`src/rtl/rv_alu_mc_pkg.sv`:
```
// Shared types and constants for the multi-cycle integer execute unit.
//   alu_func_e     : RISC-V funct3 encodings for all reg-imm / reg-reg ALU ops
//   alu_state_e    : execute-unit control states
//   FUNCT7_ALT_BIT : instruction bit that carries the SUB/SRA alternate select
package rv_alu_mc_pkg;

  typedef enum logic [2:0] {
    ALU_ADD  = 3'b000,
    ALU_SLL  = 3'b001,
    ALU_SLT  = 3'b010,
    ALU_SLTU = 3'b011,
    ALU_XOR  = 3'b100,
    ALU_SRL  = 3'b101,
    ALU_OR   = 3'b110,
    ALU_AND  = 3'b111
  } alu_func_e;

  typedef enum logic {
    ST_IDLE  = 1'b0,
    ST_SHIFT = 1'b1
  } alu_state_e;

  localparam int unsigned FUNCT7_ALT_BIT = 30;

endpackage

```
`src/rtl/rv_iter_shifter.sv`:
```
// Iterative shifter: moves a working register by up to SHIFT_STEP bit
// positions per cycle until the remaining count reaches zero.
//   clk, rst : clock, synchronous active-high reset
//   start    : load operand/shamt/direction (one cycle)
//   dir      : 0 = left, 1 = right
//   arith    : right shifts replicate the sign bit when set
//   operand  : value to shift
//   shamt    : total shift distance
//   done     : this cycle's step finishes the shift (stays high at count 0)
//   out      : working register after this cycle's step
module rv_iter_shifter #(
  parameter int unsigned XLEN       = 32,
  parameter int unsigned SHIFT_STEP = 1
) (
  input  logic                     clk,
  input  logic                     rst,
  input  logic                     start,
  input  logic                     dir,
  input  logic                     arith,
  input  logic [XLEN-1:0]          operand,
  input  logic [$clog2(XLEN)-1:0]  shamt,
  output logic                     done,
  output logic [XLEN-1:0]          out
);

  localparam int unsigned SHAMT_W = $clog2(XLEN);
  // One extra bit so SHIFT_STEP == XLEN is representable.
  localparam int unsigned AMT_W = SHAMT_W + 1;
  localparam logic [AMT_W-1:0] STEP = AMT_W'(SHIFT_STEP);

  logic [XLEN-1:0]    work_q, work_d;
  logic [SHAMT_W-1:0] cnt_q, cnt_d;
  logic               dir_q, dir_d;
  logic               arith_q, arith_d;
  logic [AMT_W-1:0]   amt;

  // out is the post-step value, so the owner can capture the result on the
  // same edge that retires the final step. At count 0 the step is zero and
  // the register simply holds.
  always_comb begin
    done = ({1'b0, cnt_q} <= STEP);
    amt  = done ? {1'b0, cnt_q} : STEP;
    if (dir_q) begin
      if (arith_q) out = $signed(work_q) >>> amt;
      else         out = work_q >> amt;
    end else begin
      out = work_q << amt;
    end
  end

  always_comb begin
    work_d  = work_q;
    cnt_d   = cnt_q;
    dir_d   = dir_q;
    arith_d = arith_q;
    if (start) begin
      work_d  = operand;
      cnt_d   = shamt;
      dir_d   = dir;
      arith_d = arith;
    end else begin
      work_d = out;
      // amt never exceeds cnt_q, so the narrowing is lossless.
      cnt_d  = cnt_q - SHAMT_W'(amt);
    end
  end

  always_ff @(posedge clk) begin
    if (rst) begin
      work_q  <= '0;
      cnt_q   <= '0;
      dir_q   <= 1'b0;
      arith_q <= 1'b0;
    end else begin
      work_q  <= work_d;
      cnt_q   <= cnt_d;
      dir_q   <= dir_d;
      arith_q <= arith_d;
    end
  end

endmodule

```
`src/rtl/rv_alu_mc.sv`:
```
// Multi-cycle RV32I/RV64I integer execute unit.
// Single-cycle ops (ADD/SUB, SLT/SLTU, XOR/OR/AND, zero-distance shifts)
// are registered with latency 1; non-zero shifts go through rv_iter_shifter.
//   clk, rst             : clock, synchronous active-high reset
//   in_valid / in_ready  : operation handshake from decode/register-read
//   funct3, alt, src_sel : op select, bit-30 alternate, B = rs2 (1) / imm (0)
//   rs1_val, rs2_val, imm: operands
//   rd_addr              : destination tag, passed through
//   out_valid / out_ready: result handshake to writeback
//   result, out_rd       : registered result and its tag
//   busy                 : iterative shift in progress
module rv_alu_mc
  import rv_alu_mc_pkg::*;
#(
  parameter int unsigned XLEN       = 32,
  parameter int unsigned SHIFT_STEP = 1
) (
  input  logic            clk,
  input  logic            rst,
  input  logic            in_valid,
  output logic            in_ready,
  input  logic [2:0]      funct3,
  input  logic            alt,
  input  logic            src_sel,
  input  logic [XLEN-1:0] rs1_val,
  input  logic [XLEN-1:0] rs2_val,
  input  logic [XLEN-1:0] imm,
  input  logic [4:0]      rd_addr,
  output logic            out_valid,
  input  logic            out_ready,
  output logic [XLEN-1:0] result,
  output logic [4:0]      out_rd,
  output logic            busy
);

  localparam int unsigned SHAMT_W = $clog2(XLEN);

  alu_state_e      state_q, state_d;
  logic            out_valid_q, out_valid_d;
  logic [XLEN-1:0] result_q, result_d;
  logic [4:0]      out_rd_q, out_rd_d;
  logic [4:0]      pend_rd_q, pend_rd_d;
  logic            busy_q, busy_d;

  alu_func_e       func;
  logic [XLEN-1:0] op_b;
  logic [XLEN-1:0] alu_res;
  logic [SHAMT_W-1:0] shamt;
  logic            is_shift;
  logic            slot_free;
  logic            accept;
  logic            sh_start;
  logic            sh_dir;
  logic            sh_arith;
  logic            sh_done;
  logic [XLEN-1:0] sh_out;

  assign slot_free = !out_valid_q || out_ready;
  assign in_ready  = (state_q == ST_IDLE) && slot_free;
  assign accept    = in_valid && in_ready;

  assign out_valid = out_valid_q;
  assign result    = result_q;
  assign out_rd    = out_rd_q;
  assign busy      = busy_q;

  always_comb begin
    func     = alu_func_e'(funct3);
    op_b     = src_sel ? rs2_val : imm;
    shamt    = op_b[SHAMT_W-1:0];
    is_shift = (func == ALU_SLL) || (func == ALU_SRL);
    sh_dir   = (func == ALU_SRL);
    sh_arith = alt && (func == ALU_SRL);
    alu_res  = '0;
    case (func)
      // alt only means SUB for the register-register form.
      ALU_ADD:  alu_res = (src_sel && alt) ? rs1_val - op_b : rs1_val + op_b;
      ALU_SLT:  alu_res = XLEN'($signed(rs1_val) < $signed(op_b));
      ALU_SLTU: alu_res = XLEN'(rs1_val < op_b);
      ALU_XOR:  alu_res = rs1_val ^ op_b;
      ALU_OR:   alu_res = rs1_val | op_b;
      ALU_AND:  alu_res = rs1_val & op_b;
      // Shifts only complete here when shamt is zero.
      default:  alu_res = rs1_val;
    endcase
  end

  rv_iter_shifter #(
    .XLEN       (XLEN),
    .SHIFT_STEP (SHIFT_STEP)
  ) u_shifter (
    .clk     (clk),
    .rst     (rst),
    .start   (sh_start),
    .dir     (sh_dir),
    .arith   (sh_arith),
    .operand (rs1_val),
    .shamt   (shamt),
    .done    (sh_done),
    .out     (sh_out)
  );

  always_comb begin
    state_d     = state_q;
    out_valid_d = out_valid_q;
    result_d    = result_q;
    out_rd_d    = out_rd_q;
    pend_rd_d   = pend_rd_q;
    sh_start    = 1'b0;
    if (out_valid_q && out_ready) out_valid_d = 1'b0;
    case (state_q)
      ST_IDLE: begin
        if (accept) begin
          if (is_shift && (shamt != '0)) begin
            sh_start  = 1'b1;
            pend_rd_d = rd_addr;
            state_d   = ST_SHIFT;
          end else begin
            result_d    = alu_res;
            out_rd_d    = rd_addr;
            out_valid_d = 1'b1;
          end
        end
      end
      ST_SHIFT: begin
        // A finished shift waits here (count parked at 0) until the slot
        // is empty or draining this cycle.
        if (sh_done && slot_free) begin
          result_d    = sh_out;
          out_rd_d    = pend_rd_q;
          out_valid_d = 1'b1;
          state_d     = ST_IDLE;
        end
      end
      default: state_d = ST_IDLE;
    endcase
    busy_d = (state_d == ST_SHIFT);
  end

  always_ff @(posedge clk) begin
    if (rst) begin
      state_q     <= ST_IDLE;
      out_valid_q <= 1'b0;
      result_q    <= '0;
      out_rd_q    <= '0;
      pend_rd_q   <= '0;
      busy_q      <= 1'b0;
    end else begin
      state_q     <= state_d;
      out_valid_q <= out_valid_d;
      result_q    <= result_d;
      out_rd_q    <= out_rd_d;
      pend_rd_q   <= pend_rd_d;
      busy_q      <= busy_d;
    end
  end

endmodule

```
`config.mk`:
```
export PLATFORM = sky130hd
export DESIGN_NAME = rv_alu_mc
export DESIGN_NICKNAME = d
export VERILOG_FILES = /design/src/rtl/rv_alu_mc_pkg.sv /design/src/rtl/rv_iter_shifter.sv /design/src/rtl/rv_alu_mc.sv
export SDC_FILE = /design/constraint.sdc
export NUM_CORES = 1
export LEC_CHECK = 0
export ABC_AREA = 1
export BUFFER_PORTS_ARGS = -buffer_cell sky130_fd_sc_hd__buf_2
export CORE_AREA = 2 2 212 214
export CTS_BUF_LIST = sky130_fd_sc_hd__clkbuf_4 sky130_fd_sc_hd__clkbuf_8
export DETAILED_ROUTE_END_ITERATION = 16
export DIE_AREA = 0 0 214 216
export SLEW_MARGIN = 20
export SYNTH_ARGS = -nofsm -noshare
export SYNTH_HDL_FRONTEND = slang
export SYNTH_SLANG_ARGS = --single-unit
```
`constraint.sdc`:
```
create_clock -name clk -period 3.03 [get_ports clk]
set_input_delay 0.1515 -clock clk [delete_from_list [all_inputs] [get_ports clk]]
set_output_delay 0.1515 -clock clk [all_outputs]
set_load 0.05 [all_outputs]
```
==> impl_table.tex, run 1 <==
\begin{tabular}{lr}
\hline
Metric & Value \\
\hline
\multicolumn{2}{l}{\textbf{Die}} \\
\quad Total I/O pin count & 150 \\
\quad Starting Density & 0.248 \\
\quad Die extent in y & 216 um \\
\quad DIE AREA & 46,200 um\^{}2 \\
\quad Floorplan core area & 43,800 um\^{}2 \\
\quad Die width & 214 um \\
\quad Number of placement rows & 77 \\
\multicolumn{2}{l}{\textbf{Yosys}} \\
\quad Syn Std Cell Area & 10,900 um\^{}2 \\
\quad Net Count, Synth & 2,198 \\
\quad Most common cell in the netlist & sky130\_fd\_sc\_hd\_\_nand2\_1 \\
\quad Flip-flop and latch count after synthesis & 83 \\
\quad Synth Area per Inst & 5.52 um\^{}2 \\
\quad Cell count after synthesis & 1,973 \\
\quad Proportion of register bits with asynchronous set or reset after synthesis & 0 \\
\quad Netlist cell types & 41 \\
\quad Top cells by instance count after synthesis & 561 x sky130\_fd\_sc\_hd\_\_nand2\_1, 348 x sky130\_fd\_sc\_hd\_\_inv\_1, 175 x sky130\_fd\_sc\_hd\_\_a21oi\_1 \\
\quad Leading cell types by total area after synthesis & sky130\_fd\_sc\_hd\_\_nand2\_1 19\%, sky130\_fd\_sc\_hd\_\_dfxtp\_1 15\%, sky130\_fd\_sc\_hd\_\_ha\_1 13\% \\
\quad Yosys warning total & 0 \\
\quad Largest area contributor in the netlist & sky130\_fd\_sc\_hd\_\_nand2\_1 \\
\quad Number of enable-type register cells in the synthesized netlist & 0 \\
\quad Top cell type's share of synthesized area & 0.193 \\
\quad Synth Flop Type & sky130\_fd\_sc\_hd\_\_dfxtp\_1 \\
\quad Sequential cell area fraction in the yosys report & 0.153 \\
\multicolumn{2}{l}{\textbf{Cells and area}} \\
\quad Share of the core filled with cells in the final layout & 0.301 \\
\quad Area overhead of the layout relative to synthesis & 21.2\% \\
\quad Net count of the finished layout & 2,386 \\
\quad Antenna Cells & 0 \\
\quad Filler-free cell count of the finished design & 2,758 \\
\quad Fraction of final layout cells sized beyond drive strength 1 & 0.133 \\
\multicolumn{2}{l}{\textbf{Outcome}} \\
\quad Result of the run & complete, no violations \\
\multicolumn{2}{l}{\textbf{Detailed routing}} \\
\quad Drt drc & 0 \\
\quad Overall routed net length & 46,000 um \\
\quad Iteration-0 DRC Markers & 882 \\
\quad Via count of the routed design & 13,400 \\
\quad First drt pass iteration count & 5 \\
\quad Post-route antenna net violation count & 0 \\
\quad Post-DR vias/cell & 4.84 \\
\quad Routed length per placed instance & 16.7 um \\
\multicolumn{2}{l}{\textbf{Clock network}} \\
\quad Master cell of the clock root buffer & sky130\_fd\_sc\_hd\_\_clkbuf\_8 \\
\quad CTS H-Tree Depth & 3 \\
\quad Source-to-sink clock delay at the later pin of the worst-skew pair & 410 ps \\
\quad TritonCTS Buffers & 9 \\
\quad Clock transition at path regs & 100 ps \\
\quad CTS Buffer Depth & 2 \\
\quad TritonCTS clock tree & yes \\
\quad Clock sinks & 83 \\
\multicolumn{2}{l}{\textbf{Setup path}} \\
\quad Slowest stage delay, CP & 550 ps \\
\quad Maximum net fanout on the critical path & 30 \\
\quad Crit Path Category & in -> reg \\
\quad Standard cell with the maximum stage delay on the critical path & sky130\_fd\_sc\_hd\_\_o21ai\_0 \\
\quad Critical Path RT & 3300 ps \\
\quad Kind of end point of the critical path & register \\
\quad Data arrival time of the worst path & 3050 ps \\
\quad Type of element launching the critical path & input pin \\
\quad Sequence of cells on the critical path & buf\_2 > buf\_12 > o21ai\_0 > ha\_1 > nor2\_1 > nand2\_1 > nor3\_1 > o21ai\_0 > nand4\_1 > nand3\_1 > nand3\_1 > nand4\_1 > nand2\_1 > a21oi\_1 \\
\multicolumn{2}{l}{\textbf{Placement}} \\
\quad I/O Buffers & 149 \\
\quad Final RePlAce weighted congestion & 1.02 \\
\quad HPWL Detailed & 37,400 um \\
\quad Cells after DPL & 2,737 \\
\multicolumn{2}{l}{\textbf{Pwr}} \\
\quad VDD IR max & 0.000314 V \\
\quad Power after layout & 5.99 mW \\
\quad Leakage dissipation & 6.97 nW \\
\quad Power per unit of standard cell area & 454 nW/um\^{}2 \\
\multicolumn{2}{l}{\textbf{Timing}} \\
\quad Number of failing setup endpoints in the final timing report & 0 \\
\quad Max Transition Viols Final & 0 \\
\quad Final critical delay including setup and external delays & 2780 ps \\
\quad Actual transition at the worst max-transition pin & 654 ps \\
\quad Worst clock skew & 17.2 ps \\
\quad Share of the clock period used by the worst path after layout & 0.917 \\
\quad Final hold violation count & 0 \\
\quad Accumulated negative setup slack & 0 ps \\
\quad Achievable clock frequency & 0.360 GHz \\
\quad Normalized max-slew margin & 0.559 \\
\quad Unrepaired setup endpoints after global routing & false \\
\multicolumn{2}{l}{\textbf{Global route}} \\
\quad Wire length of the first global-routing pass & 69,600 um \\
\quad Gr ovfl total & 0 \\
\quad Initial antenna violation count & 0 \\
\quad Overall track demand over capacity in global routing & 0.193 \\
\quad Number of global-route vias before repair & 12,300 \\
\quad Maximum number of pins on one net before global-route repair & 47 \\
\multicolumn{2}{l}{\textbf{Worst hold path}} \\
\quad Class of the tightest hold or removal check & in -> reg \\
\multicolumn{2}{l}{\textbf{Flow run}} \\
\quad Max\_cap viols & 0 \\
\hline
\end{tabular}
-- power by group --
part	total, mW	internal, mW	leakage, nW	switching, mW
logic	3.51	1.17	6.18	2.34
registers	1.51	1.36	0.682	0.155
clock network	0.973	0.485	0.113	0.488
total	5.99	3.01	6.97	2.98
-- final timing paths --
path	start	to	slack (ps)	cells past startpoint
worst max register to register	u_shifter.cnt_q[1]	result[29]	980	11
worst min-delay path	rs1_val[4]	u_shifter.work_q[4]	70	3
worst max-delay path	src_sel	result[21]	250	14
worst min register to register	result[20]	result[20]	470	2
-- state kept, by name, summed over array words and instances (netlist names), 5 cells and up --
signal            flops
pend_rd_q             5
u_shifter.work_q     32
u_shifter.cnt_q       5
out_rd                5
result               32
-- cells in the final DEF, fill, tap and decap left out, types with 24 or more instances in the layout --
| cell type | count |
|---|---|
| sky130_fd_sc_hd__inv_1 | 348 |
| sky130_fd_sc_hd__nand4_1 | 28 |
| sky130_fd_sc_hd__o22ai_1 | 24 |
| sky130_fd_sc_hd__buf_4 | 101 |
| sky130_fd_sc_hd__a21oi_1 | 175 |
| sky130_fd_sc_hd__ha_1 | 113 |
| sky130_fd_sc_hd__buf_2 | 149 |
| sky130_fd_sc_hd__nand3_1 | 139 |
| sky130_fd_sc_hd__nand2_1 | 561 |
| sky130_fd_sc_hd__dfxtp_1 | 82 |
| sky130_fd_sc_hd__nor2_1 | 134 |
| sky130_fd_sc_hd__o21ai_0 | 154 |
-- metal layers --
layer  vias to the layer above  global-route usage  part of all wire
met5                         -                   0                 0
met2                       454               0.321              0.45
met1                      6161               0.259              0.46
li1                       6672                   -                 -
met3                        68              0.0154             0.059
met4                         0              0.0720             0.032
-- per-stage QoR --
stage | instance area (um^2) | setup WS [ps] | hold slack [ps]
after floorplan | 10900 | 396 | 286
after global placement | 12900 | -250 | 398
after detailed placement | 12900 | -277 | 403
after CTS | 13200 | 164 | 40.9
after global routing | 13200 | 28.9 | 70.6
final | 13200 | 253 | 68.4
-- what timing repair did --
item,in CTS,in global routing
buffers inserted,0,0
setup endpoints to repair,0,3
hold endpoints to repair,7,0
gates resized for setup,0,2
hold buffers,5,0
-- critical path: cells and delay by family --
kind	cells	cell delay [ps]
and+or+nand+nor	8	1310
AOI/OAI and AO/OA	3	860
buffers and inverters	2	290
adders and majority gates	1	410
-- final cells by class --
cell class | count | area, um^2
clock inverter | 6 | 96.3
tap | 592 | 741
inverter | 355 | 1330
timing repair buffer | 263 | 1710
clock buffer | 10 | 131
fill | 4955 | 30600
sequential | 83 | 1660
multi-input combinational | 1449 | 7520
-- kinds of logic (layout without fill, tap and decap cells) --
group | count (synthesis) | in the layout | share of synthesized area
flip-flops | 83 | 83 | 0.153
buffers and inverters | 441 | 634 | 0.157
adder cells (fa/ha/maj) | 115 | 115 | 0.134
AND/OR/NAND/NOR | 902 | 902 | 0.341
AO/OA/AOI/OAI | 428 | 428 | 0.213
XOR/XNOR | 4 | 4 | 0.00322
Note: power is estimated with default switching activity, not from simulation.
==> run 2: changes to the inputs <==
==> constraint.sdc (replaced) <==
create_clock -name clk -period 2.8 [get_ports clk]
set_input_delay 0.14 -clock clk [delete_from_list [all_inputs] [get_ports clk]]
set_output_delay 0.14 -clock clk [all_outputs]
set_load 0.05 [all_outputs]
==> run 2 against run 1 <==
Compared with the run above:
- utilization up 1.7 points
- worst setup slack worse by 100 ps
- sequential cell count unchanged
- clock skew up 15 ps
- cell count up 3.6%
- clock-buffer cell count down 1
- global-route usage up 0.74 points
- wire length up 2.9%
- critical endpoint is now result[13]
- largest cell class unchanged
- largest power group unchanged
==> impl_table.tex, run 2 (synthesis results as in run 1) <==
\begin{tabular}{lr}
\hline
Metric & Value \\
\hline
\multicolumn{2}{l}{\textbf{Outcome}} \\
\quad Result of the run & complete, no violations \\
\multicolumn{2}{l}{\textbf{Setup path}} \\
\quad Data arrival time of the worst path & 2920 ps (-130 ps) \\
\quad Maximum net fanout on the critical path & 30 (unchanged) \\
\quad Crit path top cell by count & sky130\_fd\_sc\_hd\_\_nand2\_1 \\
\quad Worst r2r path cells & 11 (unchanged) \\
\quad Total stage count of the critical path & 20 (+6) \\
\quad Type of element launching the critical path & input pin \\
\quad Standard cell with the maximum stage delay on the critical path & sky130\_fd\_sc\_hd\_\_ha\_2 \\
\quad Kind of end point of the critical path & register \\
\quad Slowest stage delay, CP & 340 ps (-210 ps) \\
\quad Sequence of cells on the critical path & buf\_2 > buf\_12 > o21ai\_0 > buf\_4 > ha\_2 > nor2\_2 > inv\_1 > nor2\_1 > inv\_1 > nor2\_1 > nand2\_1 > nand2\_2 > buf\_4 > nand2\_1 > o21ai\_0 > nand2\_1 > nand3\_1 > nand3\_1 > o21ai\_1 > a21oi\_1 \\
\quad R2r setup slk & 770 ps (-210 ps) \\
\quad Critical Path RT & 3080 ps (-220 ps) \\
\quad Cell class contributing the biggest share of worst-path delay & simple AND/OR/NAND/NOR gates \\
\quad Buffer and inverter count on the worst path & 6 (+4) \\
\quad Crit Path Category & in -> reg \\
\multicolumn{2}{l}{\textbf{Global route}} \\
\quad Number of global-route vias before repair & 13,100 (+6.2\%) \\
\quad Overall track demand over capacity in global routing & 0.200 (+0.00742) \\
\quad Wire length of the first global-routing pass & 72,500 um (+4.2\%) \\
\quad Met1 Resource Use GR & 0.266 (+0.00607) \\
\quad Maximum number of pins on one net before global-route repair & 65 (+38\%) \\
\quad Met3 Use GR & 0.0227 (+0.00733) \\
\quad Met2 track demand over resource & 0.329 (+0.00801) \\
\quad Initial antenna violation count & 1 (+1) \\
\quad Gr ovfl total & 0 (unchanged) \\
\quad GRT Max-Usage Layer & met2 \\
\multicolumn{2}{l}{\textbf{Detailed routing}} \\
\quad Post-route antenna net violation count & 0 (unchanged) \\
\quad Routed length per placed instance & 16.5 um (-0.72\%) \\
\quad Iteration-0 DRC Markers & 911 (+3.3\%) \\
\quad Post-DR vias/cell & 4.78 (-1.3\%) \\
\quad Overall routed net length & 47,300 um (+2.9\%) \\
\quad First drt pass iteration count & 5 (unchanged) \\
\quad Via count of the routed design & 13,700 (+2.3\%) \\
\quad Drt drc & 0 (unchanged) \\
\multicolumn{2}{l}{\textbf{Placement}} \\
\quad Final RePlAce weighted congestion & 1.01 (-0.84\%) \\
\quad HPWL Detailed & 38,800 um (+3.7\%) \\
\quad Dpl ws & -604 ps (-327 ps) \\
\quad I/O Buffers & 149 (unchanged) \\
\multicolumn{2}{l}{\textbf{Die}} \\
\quad Number of placement rows & 77 (unchanged) \\
\quad Die extent in y & 216 um (unchanged) \\
\quad Floorplan core area & 43,800 um\^{}2 (unchanged) \\
\quad Total I/O pin count & 150 (unchanged) \\
\quad DIE AREA & 46,200 um\^{}2 (unchanged) \\
\quad Die width & 214 um (unchanged) \\
\quad Starting Density & 0.248 (unchanged) \\
\multicolumn{2}{l}{\textbf{Clock network}} \\
\quad CTS Buffer Depth & 2 (unchanged) \\
\quad Clock sinks & 83 (unchanged) \\
\quad TritonCTS clock tree & yes \\
\quad Buffers inserted during post-CTS setup optimization & 0 (unchanged) \\
\quad Master cell of the clock root buffer & sky130\_fd\_sc\_hd\_\_clkbuf\_8 \\
\quad Source-to-sink clock delay at the later pin of the worst-skew pair & 420 ps (about the same) \\
\quad Clock transition at path regs & 120 ps (+20 ps) \\
\quad TritonCTS Buffers & 9 (unchanged) \\
\quad CTS H-Tree Depth & 3 (unchanged) \\
\multicolumn{2}{l}{\textbf{Cells and area}} \\
\quad Most frequent standard cell in the layout excluding fill and tap cells & sky130\_fd\_sc\_hd\_\_nand2\_1 \\
\quad Number of fillers in the final layout & 4,907 (-0.97\%) \\
\quad Antenna Cells & 0 (unchanged) \\
\quad Fraction of final layout cells sized beyond drive strength 1 & 0.178 (+0.0444) \\
\quad Area overhead of the layout relative to synthesis & 28.1\% \\
\quad Register Area & 1660 um\^{}2 (unchanged) \\
\quad Combined area of the multi-input logic cells & 7560 um\^{}2 (+0.58\%) \\
\quad Net count of the finished layout & 2,486 (+4.2\%) \\
\quad Most frequent cells in the layout & 559 x sky130\_fd\_sc\_hd\_\_nand2\_1, 348 x sky130\_fd\_sc\_hd\_\_inv\_1, 203 x sky130\_fd\_sc\_hd\_\_buf\_4, 174 x sky130\_fd\_sc\_hd\_\_a21oi\_1, 150 x sky130\_fd\_sc\_hd\_\_o21ai\_0 \\
\multicolumn{2}{l}{\textbf{Timing}} \\
\quad Worst clock skew & 32.2 ps (+15.0 ps) \\
\quad Final hold violation count & 0 (unchanged) \\
\quad Share of the clock period used by the worst path after layout & 0.946 \\
\quad Normalized max-slew margin & 0.274 (-0.285) \\
\quad Unrepaired setup endpoints after global routing & false \\
\quad Final critical delay including setup and external delays & 2650 ps \\
\quad Number of failing setup endpoints in the final timing report & 0 (unchanged) \\
\quad Actual transition at the worst max-transition pin & 1090 ps (+433 ps) \\
\quad Max Transition Viols Final & 0 (unchanged) \\
\quad Achievable clock frequency & 0.378 GHz \\
\quad Final setup slack of the worst path & 152 ps (-100 ps) \\
\multicolumn{2}{l}{\textbf{Worst hold path}} \\
\quad Class of the tightest hold or removal check & in -> reg \\
\quad Hold Path Stages & 3 (unchanged) \\
\multicolumn{2}{l}{\textbf{Flow run}} \\
\quad Max\_cap viols & 0 (unchanged) \\
\multicolumn{2}{l}{\textbf{Pwr}} \\
\quad VDD IR max & 0.000266 V (-15\%) \\
\quad Power per unit of standard cell area & 473 nW/um\^{}2 (+4.2\%) \\
\quad Power after layout & 6.60 mW (+10\%) \\
\quad Leakage dissipation & 7.44 nW (+6.8\%) \\
\hline
\end{tabular}
## run 2: final timing paths
kind                       from                  end
max                     src_sel           result[13]
min                  rs1_val[4]  u_shifter.work_q[4]
max reg2reg  u_shifter.cnt_q[1]           result[29]
min reg2reg          result[20]           result[20]
## run 2: where the power goes
part           total, mW  internal (mW)  leakage [nW]  switching (mW)
sequential          1.63           1.47         0.682           0.159
combinational       4.05           1.45          6.66            2.60
clock              0.918          0.354         0.103           0.565
## run 2: worst register-to-register path: cells and delay by family, from the launching register on
kind            cells  cell delay [ps]
simple gates        5              680
compound gates      4              540
buf+inv             2              370
flops               1              350
## run 2: per-stage QoR
stage	instances	hold WS (ps)	setup TNS [ps]	cell area [um^2]	utilization
final	2858	58.3	0	13900	0.318
after global routing	2858	47.4	0	13900	0.318
after CTS	2858	25.8	0	13900	0.317
after global placement	2837	383	-8320	13600	0.311
after floorplan	1973	275	0	10900	-
after detailed placement	2837	394	-8570	13600	0.311
## run 2: final cells by class
cell class,instances,area share
Inverter,355,0.0956
Timing Repair Buffer,363,0.175
Tap cell,592,0.0531
Multi-Input combinational cell,1449,0.543
Clock inverter,7,0.00583
Sequential cell,83,0.119
Clock buffer,9,0.00889
## run 2: what timing repair did
action / 4_1_cts / 5_1_grt
pin swaps: 0 / 0
hold buffers: 5 / 0
hold endpoints to repair: 10 / 0
resized for setup: 3 / 19
setup endpoints to repair: 4 / 15
## run 2: routing by layer
metal  wire, um  vias to the layer above
met5          7                        -
met4       1800                        2
met3       2790                       85
met2      21100                      443
met1      21500                     6264
li1           -                     6871
